==> src/rtl/expr_pkg.sv <==
// Shared encodings for the expression checker.
//   state_t : FSM states (2-bit)
//   cls_t   : character classes produced by char_class
//   E_*     : error codes reported on err_code
package expr_pkg;

    typedef enum logic [1:0] {
        S_OPND  = 2'd0,  // expecting an operand
        S_NUM   = 2'd1,  // inside a number
        S_CLOSE = 2'd2,  // just after ')'
        S_ERR   = 2'd3   // sticky error
    } state_t;

    typedef enum logic [2:0] {
        C_DIG = 3'd0,
        C_OP  = 3'd1,
        C_LP  = 3'd2,
        C_RP  = 3'd3,
        C_ILL = 3'd4
    } cls_t;

    localparam logic [2:0] E_NONE         = 3'd0;
    localparam logic [2:0] E_ILLEGAL      = 3'd1;
    localparam logic [2:0] E_TOO_LONG     = 3'd2;
    localparam logic [2:0] E_UNMATCHED_RP = 3'd3;
    localparam logic [2:0] E_DEPTH_OVF    = 3'd4;
    localparam logic [2:0] E_MISSING_OPND = 3'd5;
    localparam logic [2:0] E_DIG_AFTER_RP = 3'd6;

endpackage

==> src/rtl/expr_check_n_char_class.sv <==
// Combinational ASCII classifier for the expression checker.
//   i_char : ASCII byte
//   o_cls  : DIG / OP / LP / RP / ILL
// '-' and '/' count as operators only when EXT_OPS is non-zero.
module char_class
    import expr_pkg::*;
#(
    parameter int EXT_OPS = 0
) (
    input  logic [7:0] i_char,
    output cls_t       o_cls
);

    always_comb begin
        o_cls = C_ILL;
        if (i_char >= 8'h30 && i_char <= 8'h39)
            o_cls = C_DIG;
        else if (i_char == 8'h2B || i_char == 8'h2A)           // '+' '*'
            o_cls = C_OP;
        else if (EXT_OPS != 0 && (i_char == 8'h2D || i_char == 8'h2F)) // '-' '/'
            o_cls = C_OP;
        else if (i_char == 8'h28)                             // '('
            o_cls = C_LP;
        else if (i_char == 8'h29)                             // ')'
            o_cls = C_RP;
    end

endmodule

==> src/rtl/expr_check_n.sv <==
// Streaming validator for arithmetic expressions, one ASCII byte per
// accepted cycle.
//   clk, clr_n  : clock, async active-low reset
//   restart     : sync restart (beats in_valid)
//   in_valid,in : character strobe and byte
//   out         : consumed chars form a complete balanced expression
//   err/err_code/err_pos : sticky error, cause, 0-based offending index
//   depth       : open-parenthesis count
//   char_cnt    : accepted chars, saturating
module expr_check_n
    import expr_pkg::*;
#(
    parameter int MAX_DEPTH  = 15,
    parameter int MAX_DIGITS = 1,
    parameter int EXT_OPS    = 0,
    parameter int POS_W      = 16,
    localparam int DEPTH_W   = $clog2(MAX_DEPTH + 1)
) (
    input  logic               clk,
    input  logic               clr_n,
    input  logic               restart,
    input  logic               in_valid,
    input  logic [7:0]         in,
    output logic               out,
    output logic               err,
    output logic [2:0]         err_code,
    output logic [POS_W-1:0]   err_pos,
    output logic [DEPTH_W-1:0] depth,
    output logic [POS_W-1:0]   char_cnt
);

    localparam int DIG_W = $clog2(MAX_DIGITS + 1);
    localparam logic [DEPTH_W-1:0] DEPTH_MAX = DEPTH_W'(MAX_DEPTH);
    localparam logic [DIG_W-1:0]   DIG_MAX   = DIG_W'(MAX_DIGITS);

    state_t             r_state;
    logic [DEPTH_W-1:0] r_depth;
    logic [DIG_W-1:0]   r_dcnt;
    logic [POS_W-1:0]   r_cnt;
    logic [POS_W-1:0]   r_pos;
    logic               r_err;
    logic [2:0]         r_code;

    cls_t               w_cls;
    state_t             w_nstate;
    logic [DEPTH_W-1:0] w_ndepth;
    logic [DIG_W-1:0]   w_ndcnt;
    logic [2:0]         w_code;

    char_class #(.EXT_OPS(EXT_OPS)) u_cls (
        .i_char (in),
        .o_cls  (w_cls)
    );

    // Next-state decode for a consumed character; w_code != E_NONE
    // means the character is rejected and nothing but the error fields move.
    always_comb begin
        w_nstate = r_state;
        w_ndepth = r_depth;
        w_ndcnt  = r_dcnt;
        w_code   = E_NONE;
        case (r_state)
            S_OPND: begin
                case (w_cls)
                    C_DIG: begin
                        w_nstate = S_NUM;
                        w_ndcnt  = DIG_W'(1);
                    end
                    C_LP: begin
                        if (r_depth == DEPTH_MAX) w_code = E_DEPTH_OVF;
                        else                      w_ndepth = r_depth + 1'b1;
                    end
                    C_OP, C_RP: w_code = E_MISSING_OPND;
                    default:    w_code = E_ILLEGAL;
                endcase
            end
            S_NUM, S_CLOSE: begin
                case (w_cls)
                    C_DIG: begin
                        if (r_state == S_CLOSE)   w_code = E_DIG_AFTER_RP;
                        else if (r_dcnt == DIG_MAX) w_code = E_TOO_LONG;
                        else                      w_ndcnt = r_dcnt + 1'b1;
                    end
                    C_OP: w_nstate = S_OPND;
                    C_RP: begin
                        if (r_depth == '0) w_code = E_UNMATCHED_RP;
                        else begin
                            w_ndepth = r_depth - 1'b1;
                            w_nstate = S_CLOSE;
                        end
                    end
                    default: w_code = E_ILLEGAL;
                endcase
            end
            default: ;
        endcase
    end

    always_ff @(posedge clk or negedge clr_n) begin
        if (!clr_n) begin
            r_state <= S_OPND;
            r_depth <= '0;
            r_dcnt  <= '0;
            r_cnt   <= '0;
            r_pos   <= '0;
            r_err   <= 1'b0;
            r_code  <= E_NONE;
        end else if (restart) begin
            r_state <= S_OPND;
            r_depth <= '0;
            r_dcnt  <= '0;
            r_cnt   <= '0;
            r_pos   <= '0;
            r_err   <= 1'b0;
            r_code  <= E_NONE;
        end else if (in_valid && r_state != S_ERR) begin
            if (w_code != E_NONE) begin
                r_state <= S_ERR;
                r_err   <= 1'b1;
                r_code  <= w_code;
                r_pos   <= r_cnt;
            end else begin
                r_state <= w_nstate;
                r_depth <= w_ndepth;
                r_dcnt  <= w_ndcnt;
                if (r_cnt != '1) r_cnt <= r_cnt + 1'b1;
            end
        end
    end

    assign out      = (r_state == S_NUM || r_state == S_CLOSE) && (r_depth == '0);
    assign err      = r_err;
    assign err_code = r_code;
    assign err_pos  = r_pos;
    assign depth    = r_depth;
    assign char_cnt = r_cnt;

endmodule

==> config.mk <==
export PLATFORM = sky130hd
export DESIGN_NAME = expr_check_n
export DESIGN_NICKNAME = d
export VERILOG_FILES = /design/src/rtl/expr_pkg.sv /design/src/rtl/expr_check_n_char_class.sv /design/src/rtl/expr_check_n.sv
export SDC_FILE = /design/constraint.sdc
export NUM_CORES = 1
export LEC_CHECK = 0
export BUFFER_PORTS_ARGS = -buffer_cell sky130_fd_sc_hd__buf_4
export CAP_MARGIN = 0
export CORE_ASPECT_RATIO = 1.75
export CORE_MARGIN = 4
export CORE_UTILIZATION = 45
export DETAILED_ROUTE_END_ITERATION = 6
export PLACE_DENSITY = 0.68
export SYNTH_ARGS = -nofsm -noshare
export SYNTH_HDL_FRONTEND = slang
export SYNTH_HIERARCHICAL = 1
export SYNTH_SLANG_ARGS = --single-unit
==> constraint.sdc <==
create_clock -name clk -period 5.4 [get_ports clk]
set_input_delay 0.81 -clock clk [delete_from_list [all_inputs] [get_ports clk]]
set_output_delay 0.81 -clock clk [all_outputs]
set_load 0.01 [all_outputs]
# Word level (Yosys, flattened, before mapping)
# Index checks and enable logic that the tools add are counted.
# W data, S select, Z words.
dict set report totals {
  romBits 0
  ff_bits 43
  latch_bits 0
  wordCells 104
  mem_count 0
  mem_bits_rw 0
  out_inout_bits 41
  inputBits 12
}
dict set report classes {
  shifts 0
  bitwise 0
  reduce_logical 21
  addsub 4
  magnitude_cmp 2
  n_div 0
  n_mux 47
  mul 0
  n_eq_ne 23
}
# operator n
set op_table {}
lappend op_table {{$mux W16} 7}
lappend op_table {{$eq A8 B6 Y1 const B} 4}
lappend op_table {{$mux W4} 7}
lappend op_table {{$mux W3} 9}
lappend op_table {{$ne A3 B3 Y1 const B} 6}
lappend op_table {{$pmux W3 S3} 2}
lappend op_table {{$add A16 B1 Y16 const B} 1}
lappend op_table {{$ne A16 B16 Y1 const B} 1}
lappend op_table {{$mux W2} 7}
lappend op_table {{$mux W1} 10}
lappend op_table {{$ge A8 B6 Y1 const B} 1}
lappend op_table {{$le A8 B6 Y1 const B} 1}
lappend op_table {{$pmux W2 S2} 2}
lappend op_table {{$pmux W4 S2} 1}
lappend op_table {{$reduce_and A7 Y1} 1}
lappend op_table {{$eq A3 B2 Y1 const B} 2}
lappend op_table {{$pmux W3 S2} 1}
lappend op_table {{$reduce_and A6 Y1} 1}
lappend op_table {{$reduce_bool A2 Y1} 3}
lappend op_table {{$reduce_bool A3 Y1} 2}
lappend op_table {{$ne A5 B4 Y1 const B} 1}
lappend op_table {{$ne A5 B5 Y1 const B} 1}
lappend op_table {{$reduce_and A5 Y1} 1}
lappend op_table {{$add A4 B1 Y4 const B} 1}
lappend op_table {{19 further kinds} 24}

# Longest topological paths before layout
dict set report depth {
  depth_word 13
  ltp_mapped 11
  ltp_nobuf 8
}

# Modules after synthesis
# The synthesis kept the hierarchy.
# mod cells_per_inst n_inst seq_area_each_um2 area_each_um2
set by_module_without_submodules {}
lappend by_module_without_submodules {expr_check_n 241 1 1076.0 2423.6}
lappend by_module_without_submodules {char_class 9 1 0.0 55.1}

# Worst setup path after synthesis
# No wires, ideal clock.
dict set report synth_timing {
  path_kind {in2reg}
  from {input port in[7]}
  to {register r_cnt[6], in the netlist char_cnt[6]}
  cell_stages 10
  required_time_ps 5275
  setup_slack_ps 2710
  arrival_time_ps 2565
  n_path_buf 2
  setup_ps 125
  path_cell_list {nor2_1 > nand4_1 > nor2_1 > buf_4 > o41ai_4 > nor2_4 > nor2_2 > buf_2 > nor4_1 > mux2_2}
}
dict set report synth_between {
  elab_chain_len 12
  word_cells_on_any_way 23
  cone_classes {order compare (2); eq/ne (8); mux (7); reduce/logical (6)}
}
# element line
set synth_rtl {}
lappend synth_rtl {{start, declared} expr_check_n.sv:23} ;# input logic [7:0] in,
lappend synth_rtl {{$eq A8 B6 Y1} expr_check_n_char_class.sv:24} ;# else if (i_char == 8'h29)
lappend synth_rtl {{$mux W3} expr_check_n_char_class.sv:24}
lappend synth_rtl {{$mux W3} expr_check_n_char_class.sv:22} ;# else if (i_char == 8'h28)
lappend synth_rtl {{$mux W3} expr_check_n_char_class.sv:18} ;# else if (i_char == 8'h2B || i_char == 8'h2A)
lappend synth_rtl {{$mux W3 *} expr_check_n_char_class.sv:16} ;# if (i_char >= 8'h30 && i_char <= 8'h39)
lappend synth_rtl {{via w_cls[0]} expr_check_n.sv:44} ;# cls_t w_cls;
lappend synth_rtl {{$eq A3 B2 Y1 / $eq A3 B1 Y1 (equally long branches)} {expr_check_n.sv:64, expr_check_n.sv:78}}
lappend synth_rtl {{$reduce_or A2 Y1} expr_check_n.sv:64} ;# case (w_cls)
lappend synth_rtl {{$pmux W3 S3} expr_check_n.sv:64}
lappend synth_rtl {{$pmux W3 S2 *} expr_check_n.sv:62} ;# case (r_state)
lappend synth_rtl {{$reduce_bool A3 Y1 *} expr_check_n.sv:117} ;# if (w_code != E_NONE) begin
lappend synth_rtl {{$ne A2 B2 Y1 (no line) *} --}
lappend synth_rtl {{$reduce_and A3 Y1 (no line) *} --}
lappend synth_rtl {{end signal, assigned} expr_check_n.sv:126} ;# if (r_cnt != '1) r_cnt <= r_cnt + 1'b1;
lappend synth_rtl {{end, declared} expr_check_n.sv:39} ;# logic [POS_W-1:0] r_cnt;
# Mark *: on every way through the listed nets, which the timed path passes. The rest lies on a longest branch.
# A chain may end at the register's enable or synchronous reset.

# Final worst setup path
dict set report layout_timing {
  from {input port in[7]}
  to {register r_code[1], in the netlist err_code[1]}
}
dict set report layout_between {
  elab_chain_len 12
  word_cells_on_any_way 26
  cone_classes {order compare (2); eq/ne (7); mux (10); reduce/logical (7)}
}
# element line
set layout_rtl {}
lappend layout_rtl {{$eq A8 B6 Y1} expr_check_n_char_class.sv:24}
lappend layout_rtl {{$mux W3} expr_check_n_char_class.sv:24}
lappend layout_rtl {{$mux W3} expr_check_n_char_class.sv:22}
lappend layout_rtl {{$mux W3} expr_check_n_char_class.sv:18}
lappend layout_rtl {{$mux W3 *} expr_check_n_char_class.sv:16}
lappend layout_rtl {{via w_cls[0]} expr_check_n.sv:44}
lappend layout_rtl {{$eq A3 B2 Y1 / $eq A3 B1 Y1 (equally long branches)} {expr_check_n.sv:64, expr_check_n.sv:78}}
lappend layout_rtl {{$reduce_or A2 Y1} expr_check_n.sv:64}
lappend layout_rtl {{$pmux W3 S3} expr_check_n.sv:64}
lappend layout_rtl {{$pmux W3 S2 *} expr_check_n.sv:62}
lappend layout_rtl {{$reduce_bool A3 Y1 / $mux W3 (equally long branches)} expr_check_n.sv:117}
lappend layout_rtl {{$reduce_bool A2 Y1 (no line) / $mux W3 (equally long branches)} --}
lappend layout_rtl {{$reduce_and A2 Y1 (no line) / $mux W3 (equally long branches)} --}
lappend layout_rtl {{end signal, assigned} expr_check_n.sv:120} ;# r_code <= w_code;
lappend layout_rtl {{end, declared} expr_check_n.sv:42} ;# logic [2:0] r_code;
# Mark *: on every way through the listed nets, which the timed path passes. The rest lies on a longest branch. The select of a mux whose other input is x is not followed.

==> metrics.csv <==
metric,value,unit
Area Overhead vs Synth,18.88,%
Site Rows,35,
H-tree depth,2,
post-CTS setup buffers,0,
post-layout util,55.61,%
CTS Buf Count,5,
register share of total power,34.1,%
setup tns final,0,ns
ys async rst share,100.0,%
Internal Pwr Total,0.6496,mW
Comb power frac,48.8,%
die area,6806,um^2
clock network power share,17.1,%
post-CTS sizing,0,
Synth cell types,53,
Syn Nets,269,
remaining global-route overflow,0,
post-route minimum period,3.348,ns
DRC errors left,0,
Routed Antenna Nets,0,
share of layout cells above drive strength 1,24.83,%
total power,1.166,mW
Detailed Routing Iterations Pass 1,6,
global-route wire length before repair,10590,um
post-synthesis mux area share,3.231,%
CTS Hold Bufs,0,
"leading cell type in the layout, fill and taps excluded",buf_4,
"Seq/Total Area, Yosys",43.41,%
Avg Inst Size Synth,9.915,um^2
slew margin rel.,40.14,%
final instance area,2947,um^2
XOR/XNOR Fraction of Synth Area,0.3534,%
Critical Path End Type,flop,
Clock Tree Root,clkbuf_8,
Die Span Y,106.2,um
Initial Util,46.78,%
clock sinks,43,
via/cell ratio,5.891,
post-synthesis compound-gate area fraction,24.99,%
PwrDens,395.6,nW/um^2
CP Data Arrival Time,3.58,ns
fin nets,312,
Yosys warnings,6,
largest family of logic cells by synthesized area,compound AO/OA/AOI/OAI gates,
worst-path fanout max,19,
highest-count cells in the layout ignoring fill and taps,"buf_4 (52), dfrtp_1 (43), a21oi_1 (24)",
Syn Std Cell Area,2479,um^2
sw frac,44.28,%
Post-Route WL,6277,um
unrepaired setup endpoints after global routing,false,
P_leak,1.303,nW
Layout Skew,0.01168,ns
Adder-Cell Fraction of Synth Area,3.836,%
status,finished clean,
worst-margin pin slew,0.8980,ns
chip width,64.10,um
setup ws final,2.052,ns
top_reg_cell synth,dfrtp_1,
IO Count,53,
Max Clk Rate,298.7,MHz
1st-iter DRT viols,140,
VDD IR-drop max,0.0003086,V
"Hold Vio Cnt, Final",0,
Required @ worst endpoint,5.64,ns
hold slack,0.5021,ns
Final setup viols,0,
CTS tree,done,
Worst Reg2Reg Path Length in Cells,7,
Post-Synthesis Cells,250,
Startpoint Class,input pin,
WL per Instance,17.06,um
Max Cap Viol,0,
simple-gate portion of the synthesized area,19.08,%
Worst-Skew Late Latency,0.29,ns
ratio of final minimum period to clock period,62.00,%
Post-DP Area,2861,um^2
"Worst Path Class, Setup",in2reg,
Detail Placement HPWL,4489,um
Setup WS pre-CTS,1.764,ns
I/O Buffers,52,
largest net degree at the start of global routing,44,
Layout Cells excl Fill,368,
Vias,2168,
dpl cells,360,
CORE AREA,5299,um^2
clock transition at the registers of the reported paths,0.09,ns
CTS max path bufs,2,
number of synthesized flops with an enable pin,0,
Hold WC Path Type,in2async,
NetSw,0.5161,mW
Placer Congestion,0.8092,
Synth Register Bits,43,
n_diodes,0,
Slew Limit Fails,0,
vias in the first global route,2129,
initial antenna violation count,0,
All-Layer GR Usage,19.40,%
[registers in the layout, indices dropped and copies added, names as in the netlist]
| register | count |
|---|---|
| r_dcnt | 1 |
| r_state | 2 |
| err_code | 3 |
| err | 1 |
| err_pos | 16 |
| depth | 4 |
| char_cnt | 16 |
[per-layer routing]
layer  up-vias  GRT usage (%)  wire [um]
met2        40          35.23       3390
met1      1083          23.22       2598
li1       1039              -          -
met4         0          5.900         68
met3         6          2.748        220
met5         -              0          0
[critical path, cell delays in order]
cell and delay [ns]:
buf_4 0.11, nor2_1 0.15, nand4_1 0.14, nor2_1 0.69, o21bai_1 0.28, a211o_2 0.26, o211ai_4 0.14, a21oi_2 0.74
a22o_1 0.26
[final timing paths]
check / from / end / slack [ns]
worst max-delay path: in[7] / err_code[1]$_DFFE_PN0P_ / 2.05
worst min-delay path: clr_n / char_cnt[13]$_DFFE_PN0P_ / 0.50
worst max register to register: r_state[1]$_DFFE_PN0P_ / err_pos[3]$_DFFE_PN0P_ / 2.48
worst min register to register: err_pos[1]$_DFFE_PN0P_ / err_pos[1]$_DFFE_PN0P_ / 0.51
max in group asynchronous: clr_n / char_cnt[6]$_DFFE_PN0P_ / 4.53
min in group clk: err_pos[1]$_DFFE_PN0P_ / err_pos[1]$_DFFE_PN0P_ / 0.51
[cells in the mapped netlist, types with 2 or more instances]
| master | n | area [um^2] |
|---|---|---|
| nand4_1 | 9 | 56.30 |
| buf_4 | 3 | 22.52 |
| nor2b_1 | 3 | 18.77 |
| or3_1 | 6 | 37.54 |
| o21ai_0 | 11 | 55.05 |
| nand2_1 | 12 | 45.04 |
| clkbuf_1 | 5 | 18.77 |
| o21bai_1 | 2 | 15.01 |
| or4_1 | 10 | 75.07 |
| ha_1 | 6 | 75.07 |
| and3_1 | 2 | 12.51 |
| a22o_1 | 19 | 166.4 |
| inv_1 | 7 | 26.28 |
| o22ai_1 | 2 | 12.51 |
| nor2_1 | 19 | 71.32 |
| a21oi_1 | 24 | 120.1 |
| nand4b_1 | 2 | 17.52 |
| nor3_1 | 2 | 10.01 |
| dfrtp_1 | 43 | 1076 |
| mux2_2 | 4 | 45.04 |
| nand3_1 | 7 | 35.03 |
| o31ai_1 | 12 | 90.09 |
| buf_6 | 3 | 33.78 |
| a21o_1 | 2 | 15.01 |
| buf_2 | 5 | 25.02 |
| nand2b_1 | 2 | 12.51 |
| mux2i_1 | 2 | 20.02 |
[power groups by stage]
| stage | logic (mW) | clock network (mW) | registers [mW] |
|---|---|---|---|
| final | 0.569 | 0.199 | 0.398 |
| after detailed placement | 0.568 | 0 | 0.405 |
| after CTS | 0.571 | 0.204 | 0.399 |
| after global routing | 0.630 | 0.217 | 0.405 |
| after global placement | 0.562 | 0 | 0.405 |
| after floorplan | 0.429 | 0 | 0.404 |
[final cells by class]
cell class              count  area [um^2]
well taps                  74        92.59
fillers                   493         2352
multi-input cells         184         1276
clock buffers               6        72.57
repair buffers             52        390.4
inverters                   7        26.28
clock inverters             2        12.51
flip-flops and latches     43         1076
[cell families (layout without fill, tap and decap cells)]
family / after synthesis / in the layout
adder cells (fa/ha/maj): 7 / 7
flip-flops: 43 / 43
buffers and inverters: 23 / 67
AND/OR/NAND/NOR: 84 / 84
XOR/XNOR: 1 / 1
AO/OA/AOI/OAI: 85 / 85
multiplexers: 7 / 7
Power figures use the tool's default switching activity.
